`config.mk`:
```
export PLATFORM = sky130hd
export DESIGN_NAME = pll_clk_monitor
export DESIGN_NICKNAME = d
export VERILOG_FILES = /design/src/rtl/pll_clk_monitor.sv
export SDC_FILE = /design/constraint.sdc
export NUM_CORES = 1
export LEC_CHECK = 0
export BUFFER_PORTS_ARGS = -buffer_cell sky130_fd_sc_hd__buf_2
export CAP_MARGIN = 20
export CORE_MARGIN = 3
export CORE_UTILIZATION = 50
export CTS_BUF_LIST = sky130_fd_sc_hd__clkbuf_16
export CTS_CLUSTER_SIZE = 28
export DETAILED_ROUTE_END_ITERATION = 10
export PLACE_DENSITY = 0.82
export SLEW_MARGIN = 5
export SYNTH_ARGS = -nofsm -noshare
export SYNTH_HDL_FRONTEND = slang
export SYNTH_SLANG_ARGS = --single-unit
```
`constraint.sdc`:
```
create_clock -name clk_tb -period 6.5 [get_ports clk_tb]
set_input_delay 0 -clock clk_tb [delete_from_list [all_inputs] [get_ports clk_tb]]
set_output_delay 0 -clock clk_tb [all_outputs]
set_load 0.01 [all_outputs]
```
`src/rtl/pll_clk_monitor.sv`:
```
// PLL output monitor: synchronises lock and clkout into clk_tb, measures clkout
// edges over back-to-back gate windows after lock settles, and counts errors.
module pll_clk_monitor #(
  parameter int GATE_CYCLES   = 1000,
  parameter int SETTLE_CYCLES = 64,
  parameter int EXP_COUNT     = 50,
  parameter int TOL           = 1,
  parameter int CNT_W         = 16,
  parameter int ERR_W         = 8
) (
  input  logic             clk_tb,
  input  logic             rst_n,
  input  logic             enable,
  input  logic             pll_lock,
  input  logic             clk_meas,
  output logic             meas_valid,
  output logic [CNT_W-1:0] meas_count,
  output logic             freq_err,
  output logic             locked_stable,
  output logic             lock_loss,
  output logic [ERR_W-1:0] lock_loss_cnt,
  output logic [ERR_W-1:0] err_cnt
);
  localparam int GW = (GATE_CYCLES > 1) ? $clog2(GATE_CYCLES) : 1;
  localparam int SW = (SETTLE_CYCLES > 1) ? $clog2(SETTLE_CYCLES) : 1;
  localparam logic signed [CNT_W:0] EXP_S = (CNT_W+1)'(EXP_COUNT);
  localparam logic signed [CNT_W:0] TOL_S = (CNT_W+1)'(TOL);

  typedef enum logic [1:0] {IDLE, SETTLE, MEASURE, REPORT} state_t;

  state_t            state;
  logic [2:0]        lock_sync, meas_sync;
  logic [SW-1:0]     settle_cnt;
  logic [GW-1:0]     gate_cnt;
  logic [CNT_W-1:0]  edge_cnt;
  logic              lock_s, lock_fall, meas_rise;
  logic signed [CNT_W:0] diff;
  logic              win_err;

  // [1] is the synchronised value, [2] its one-cycle-old copy for edge detection
  always_ff @(posedge clk_tb or negedge rst_n) begin
    if (!rst_n) begin
      lock_sync <= '0;
      meas_sync <= '0;
    end else begin
      lock_sync <= {lock_sync[1:0], pll_lock};
      meas_sync <= {meas_sync[1:0], clk_meas};
    end
  end

  assign lock_s    = lock_sync[1];
  assign lock_fall = lock_sync[2] & ~lock_sync[1];
  assign meas_rise = meas_sync[1] & ~meas_sync[2];

  // one extra bit keeps the subtraction signed without wrapping
  assign diff    = $signed({1'b0, edge_cnt}) - EXP_S;
  assign win_err = (diff > TOL_S) || (diff < -TOL_S);

  always_ff @(posedge clk_tb or negedge rst_n) begin
    if (!rst_n) begin
      state         <= IDLE;
      settle_cnt    <= '0;
      gate_cnt      <= '0;
      edge_cnt      <= '0;
      meas_valid    <= 1'b0;
      meas_count    <= '0;
      freq_err      <= 1'b0;
      locked_stable <= 1'b0;
      lock_loss     <= 1'b0;
      lock_loss_cnt <= '0;
      err_cnt       <= '0;
    end else begin
      meas_valid <= 1'b0;
      lock_loss  <= 1'b0;
      case (state)
        IDLE: begin
          settle_cnt <= '0;
          if (enable && lock_s) state <= SETTLE;
        end
        SETTLE: begin
          if (settle_cnt == SW'(SETTLE_CYCLES - 1)) begin
            state         <= MEASURE;
            gate_cnt      <= '0;
            edge_cnt      <= '0;
            locked_stable <= 1'b1;
          end else begin
            settle_cnt <= settle_cnt + 1'b1;
          end
        end
        MEASURE: begin
          if (meas_rise && edge_cnt != '1) edge_cnt <= edge_cnt + 1'b1;
          if (gate_cnt == GW'(GATE_CYCLES - 1)) state <= REPORT;
          else                                  gate_cnt <= gate_cnt + 1'b1;
        end
        REPORT: begin
          meas_valid <= 1'b1;
          meas_count <= edge_cnt;
          freq_err   <= win_err;
          if (win_err && err_cnt != '1) err_cnt <= err_cnt + 1'b1;
          gate_cnt   <= '0;
          edge_cnt   <= '0;
          state      <= MEASURE;
        end
        default: state <= IDLE;
      endcase
      // lock drop / disable override everything; a report in flight still lands
      if (state != IDLE && (lock_fall || !enable)) begin
        state         <= IDLE;
        locked_stable <= 1'b0;
        if (lock_fall) begin
          lock_loss <= 1'b1;
          if (lock_loss_cnt != '1) lock_loss_cnt <= lock_loss_cnt + 1'b1;
        end
      end
    end
  end
endmodule
```
==> results by stage <==
Setup path:
- At the worst endpoint, the required time is 6.72 ns.
- Of all nets on the critical path, the largest fanout is 9.
- The critical path data arrival time is 3.09 ns.
- For this design, the slowest cell found on the critical path is sky130_fd_sc_hd__a2111oi_0.
- Traced cell by cell, the critical path runs through inv_1 -> ha_1 -> nand2_1 -> a2111oi_0 -> o211ai_1 -> a2111oi_4 -> nand4_4 -> nand2_2 -> mux2_4.
- The worst setup path is of the register to register kind.
- The kind of start point of the critical path is a register.
- For this run, the slowest stage of the critical path takes 0.54 ns.
- The kind of end point of the critical path is a register.
- The cell class contributing the biggest share of worst-path delay is compound AO/OA/AOI/OAI gates.
- The number of buffers and inverters on the critical path is 1.

Placed design:
- At the end of routability-driven placement, the weighted congestion stood at 0.897.
- The count of buffers added on input and output ports is 40.
- The sum of net half-perimeters after detailed placement is 5150 um.

GRT:
- The total congestion overflow is 0.
- The first global-routing pass estimated 13200 um of wire.
- The global-route usage over all layers is 19.5%.
- The number of global-route vias before repair is 2752.
- The number of antenna violations at the first check in global routing was 0.
- Entering global routing, the biggest net connects 77 pins.

CTS:
- The maximum level of the CTS H-tree is 3.
- The maximum clock path buffer count is 2.
- TritonCTS built the clock tree.
- The clock slew seen by the registers of the worst setup and hold paths is 0.06 ns.
- The number of setup buffers added after CTS is 0.
- In this run, post-CTS repair resized a total of 0 instances.
- The total clock buffers created by CTS is 9.
- For the worst-skew pair, the clock arrives at the later sink with an insertion delay of 0.33 ns.
- For this design, the sink count on the clock tree is 76.
- The tree is rooted in a sky130_fd_sc_hd__clkbuf_16.

Pwr:
- The power density relative to cell area is 247 nW/um^2.
- The clock network accounts for 48.1% of the total power.
- Sequential cells burn 47.2% of the power.
- The total leakage power is 2.04 nW.
- The maximum ir drop on the vdd rail is 0.170 mV.
- Net switching is 21.1% of the power.
- For this design the total switching power over the nets is 0.000224 W.
- Of the total power, combinational logic draws 4.6%.
- Internal power comes to 0.000839 W.

Status:
- The run finished with clean final reports.

Route:
- The number of nets with antenna violations after detailed routing is 0.
- The number of DRC violations after detailed-routing iteration 0 is 177.
- The average routed wire per standard cell is 15.2 um.
- Across all layers, the routed design uses 2881 vias.
- After detailed routing, the number of remaining DRC violations is 0.
- The routed wire length is 7620 um.
- After detailed routing, the number of vias per cell comes to 5.75.
- The detailed-router iteration count before antenna repair is 5.

Timing:
- Setup violations remaining at the end of the flow were counted as 0.
- Measured against its own limit, the worst slew margin works out to 37.3%.
- The actual slew at the worst max-slew pin is 0.939 ns.
- The number of hold-slack violations in the final timing report is 0.
- The share of the clock period used by the worst path is 44.1%.
- On the final layout, the worst clock skew is 0.00777 ns.
- Setup repair after global routing left no endpoint under its margin.
- Static timing analysis puts the maximum clock frequency at 349 MHz.
- The post-route minimum period is 2.87 ns.
- The final-report max-slew violation count was 0.
- The final-layout worst hold slack is 0.306 ns.
- The accumulated negative setup slack is 0 ns.

Synth:
- The cell count after synthesis is 360.
- The post-synthesis sequential area ratio is 51.2%.
- The fraction of registers with async set or reset after synthesis is 100%.
- Yosys printed 0 warnings.
- The number of enable-type register cells in the synthesized netlist is 0.
- The number of synthesized register bits is 76.
- Each instance of the synthesized netlist takes up on average 10.3 sq um.
- In the synthesized netlist the dominant register cell turns out to be sky130_fd_sc_hd__dfrtp_1.
- The total nets after synthesis is 373.
- The post-synthesis cell area is 3710 sq um.
- The netlist uses 51 different library cells.

Die:
- The boundary pin count is 41.
- The floorplan has 30 rows.
- The die area is 8490 sq um.
- The die span in y is 92.2 um.
- The floorplan die width is 92.2 um.
- The initial core utilization is 53.2%.
- The core area is 6980 sq um.

Finish:
- The number of nets in the layout is 414.
- In the layout the commonest cells are sky130_fd_sc_hd__dfrtp_1, sky130_fd_sc_hd__buf_2, sky130_fd_sc_hd__nor2_1.
- In the final layout, the share of cells above drive strength 1 is 19.3%.
- The area growth from synthesis to layout is 15.9%.
- The most common library cell in the layout ignoring fill and taps is sky130_fd_sc_hd__dfrtp_1.
- The total inserted antenna cells is 0.

Run:
- The number of max-cap violations is 0.

Min path:
- The class of the most critical hold timing path is input port to register.
power groups by stage:
| stage | sequential [W] | clock [W] | combinational, W |
|---|---|---|---|
| final | 0.000502 | 0.000512 | 0.0000491 |
| after global routing | 0.000504 | 0.000540 | 0.0000561 |
| after CTS | 0.000502 | 0.000521 | 0.0000507 |
| after detailed placement | 0.000510 | 0 | 0.0000483 |
| after global placement | 0.000509 | 0 | 0.0000474 |
| after floorplan | 0.000514 | 0 | 0.0000189 |
what timing repair did:
action / 4_1_cts / 5_1_grt
hold buffers: 4 / 0
endpoints found under the setup margin: 0 / 0
hold endpoints to repair: 81 / 0
worst register-to-register path: stages, from the launching register on:
cell	delay [ns]
sky130_fd_sc_hd__dfrtp_1	0.44
sky130_fd_sc_hd__inv_1	0.12
sky130_fd_sc_hd__ha_1	0.30
sky130_fd_sc_hd__nand2_1	0.07
sky130_fd_sc_hd__a2111oi_0	0.54
sky130_fd_sc_hd__o211ai_1	0.24
sky130_fd_sc_hd__a2111oi_4	0.38
sky130_fd_sc_hd__nand4_4	0.22
sky130_fd_sc_hd__nand2_2	0.15
sky130_fd_sc_hd__mux2_4	0.30
per-stage QoR:
step	total power (W)	utilization [%]	worst slack [ns]	instances	cell area (sq um)
floorplan	0.000532	-	4.10	360	3710
global placement	0.000557	56.6	3.96	482	3960
detailed placement	0.000559	56.6	3.68	482	3960
CTS	0.00107	61.6	3.64	501	4300
global route	0.00110	61.6	3.33	501	4300
finish	0.00106	61.6	3.63	501	4300
state kept, by name, indices dropped and copies added, names as in the netlist:
register	flops
edge_cnt	16
lock_loss_cnt	8
gate_cnt	10
settle_cnt	6
lock_loss	1
meas_valid	1
state	2
locked_stable	1
meas_sync	3
freq_err	1
lock_sync	3
err_cnt	8
meas_count	16
cells by family (layout without fill, tap and decap cells):
| kind of cell | count (synthesis) | after routing | synth area share (%) |
|---|---|---|---|
| AOI/OAI and AO/OA | 66 | 66 | 11.2 |
| xor gates and xnor gates | 34 | 34 | 8.02 |
| adders and majority gates | 8 | 8 | 2.70 |
| buffers and inverters | 25 | 70 | 3.30 |
| DFF | 76 | 76 | 51.2 |
| muxes | 13 | 13 | 4.01 |
| and+or+nand+nor | 138 | 138 | 19.5 |
metal layers:
metal,GRT usage (%),routed length (um)
met1,24.1,3140
met2,32.4,3810
met3,4.68,458
met4,8.42,217
met5,0,0
synth_stat cells, types with 3 or more instances:
library cell               instances  area (sq um)
sky130_fd_sc_hd__a21oi_1          17          85.1
sky130_fd_sc_hd__a31oi_1           5          31.3
sky130_fd_sc_hd__and2_1            3          18.8
sky130_fd_sc_hd__and3_1            5          31.3
sky130_fd_sc_hd__buf_2             5          25.0
sky130_fd_sc_hd__buf_6             3          33.8
sky130_fd_sc_hd__clkbuf_1          6          22.5
sky130_fd_sc_hd__dfrtp_1          76          1900
sky130_fd_sc_hd__ha_1              8           100
sky130_fd_sc_hd__inv_1             9          33.8
sky130_fd_sc_hd__mux2_2           11           124
sky130_fd_sc_hd__nand2_1          31           116
sky130_fd_sc_hd__nand3_1          15          75.1
sky130_fd_sc_hd__nand4_1          13          81.3
sky130_fd_sc_hd__nor2_1           39           146
sky130_fd_sc_hd__nor3_1            5          25.0
sky130_fd_sc_hd__nor4_1            4          25.0
sky130_fd_sc_hd__o21ai_0          23           115
sky130_fd_sc_hd__o21ai_1           3          15.0
sky130_fd_sc_hd__or3_1             6          37.5
sky130_fd_sc_hd__xnor2_1          18           158
sky130_fd_sc_hd__xor2_1           16           140
final cells by class:
| class | instances | area, sq um |
|---|---|---|
| Multi-Input combinational cell | 259 | 1690 |
| Timing Repair Buffer | 44 | 243 |
| Tap cell | 96 | 120 |
| Inverter | 11 | 41.3 |
| Sequential cell | 76 | 1900 |
| Clock buffer | 9 | 225 |
| Fill cell | 569 | 2680 |
| Clock inverter | 6 | 81.3 |
final timing paths:
check | startpoint | endpoint | slack, ns | cells after the start
max | edge_cnt[1] | err_cnt[1] | 3.63 | 9
min | pll_lock | lock_sync[0] | 0.31 | 2
max reg2reg | edge_cnt[1] | err_cnt[1] | 3.63 | 9
min reg2reg | meas_sync[0] | meas_sync[1] | 0.35 | 0
max in group asynchronous | rst_n | gate_cnt[3] | 5.55 | 2
min in group asynchronous | rst_n | meas_count[13] | 0.35 | 2
No activity file was read; power rests on OpenSTA's default activity.
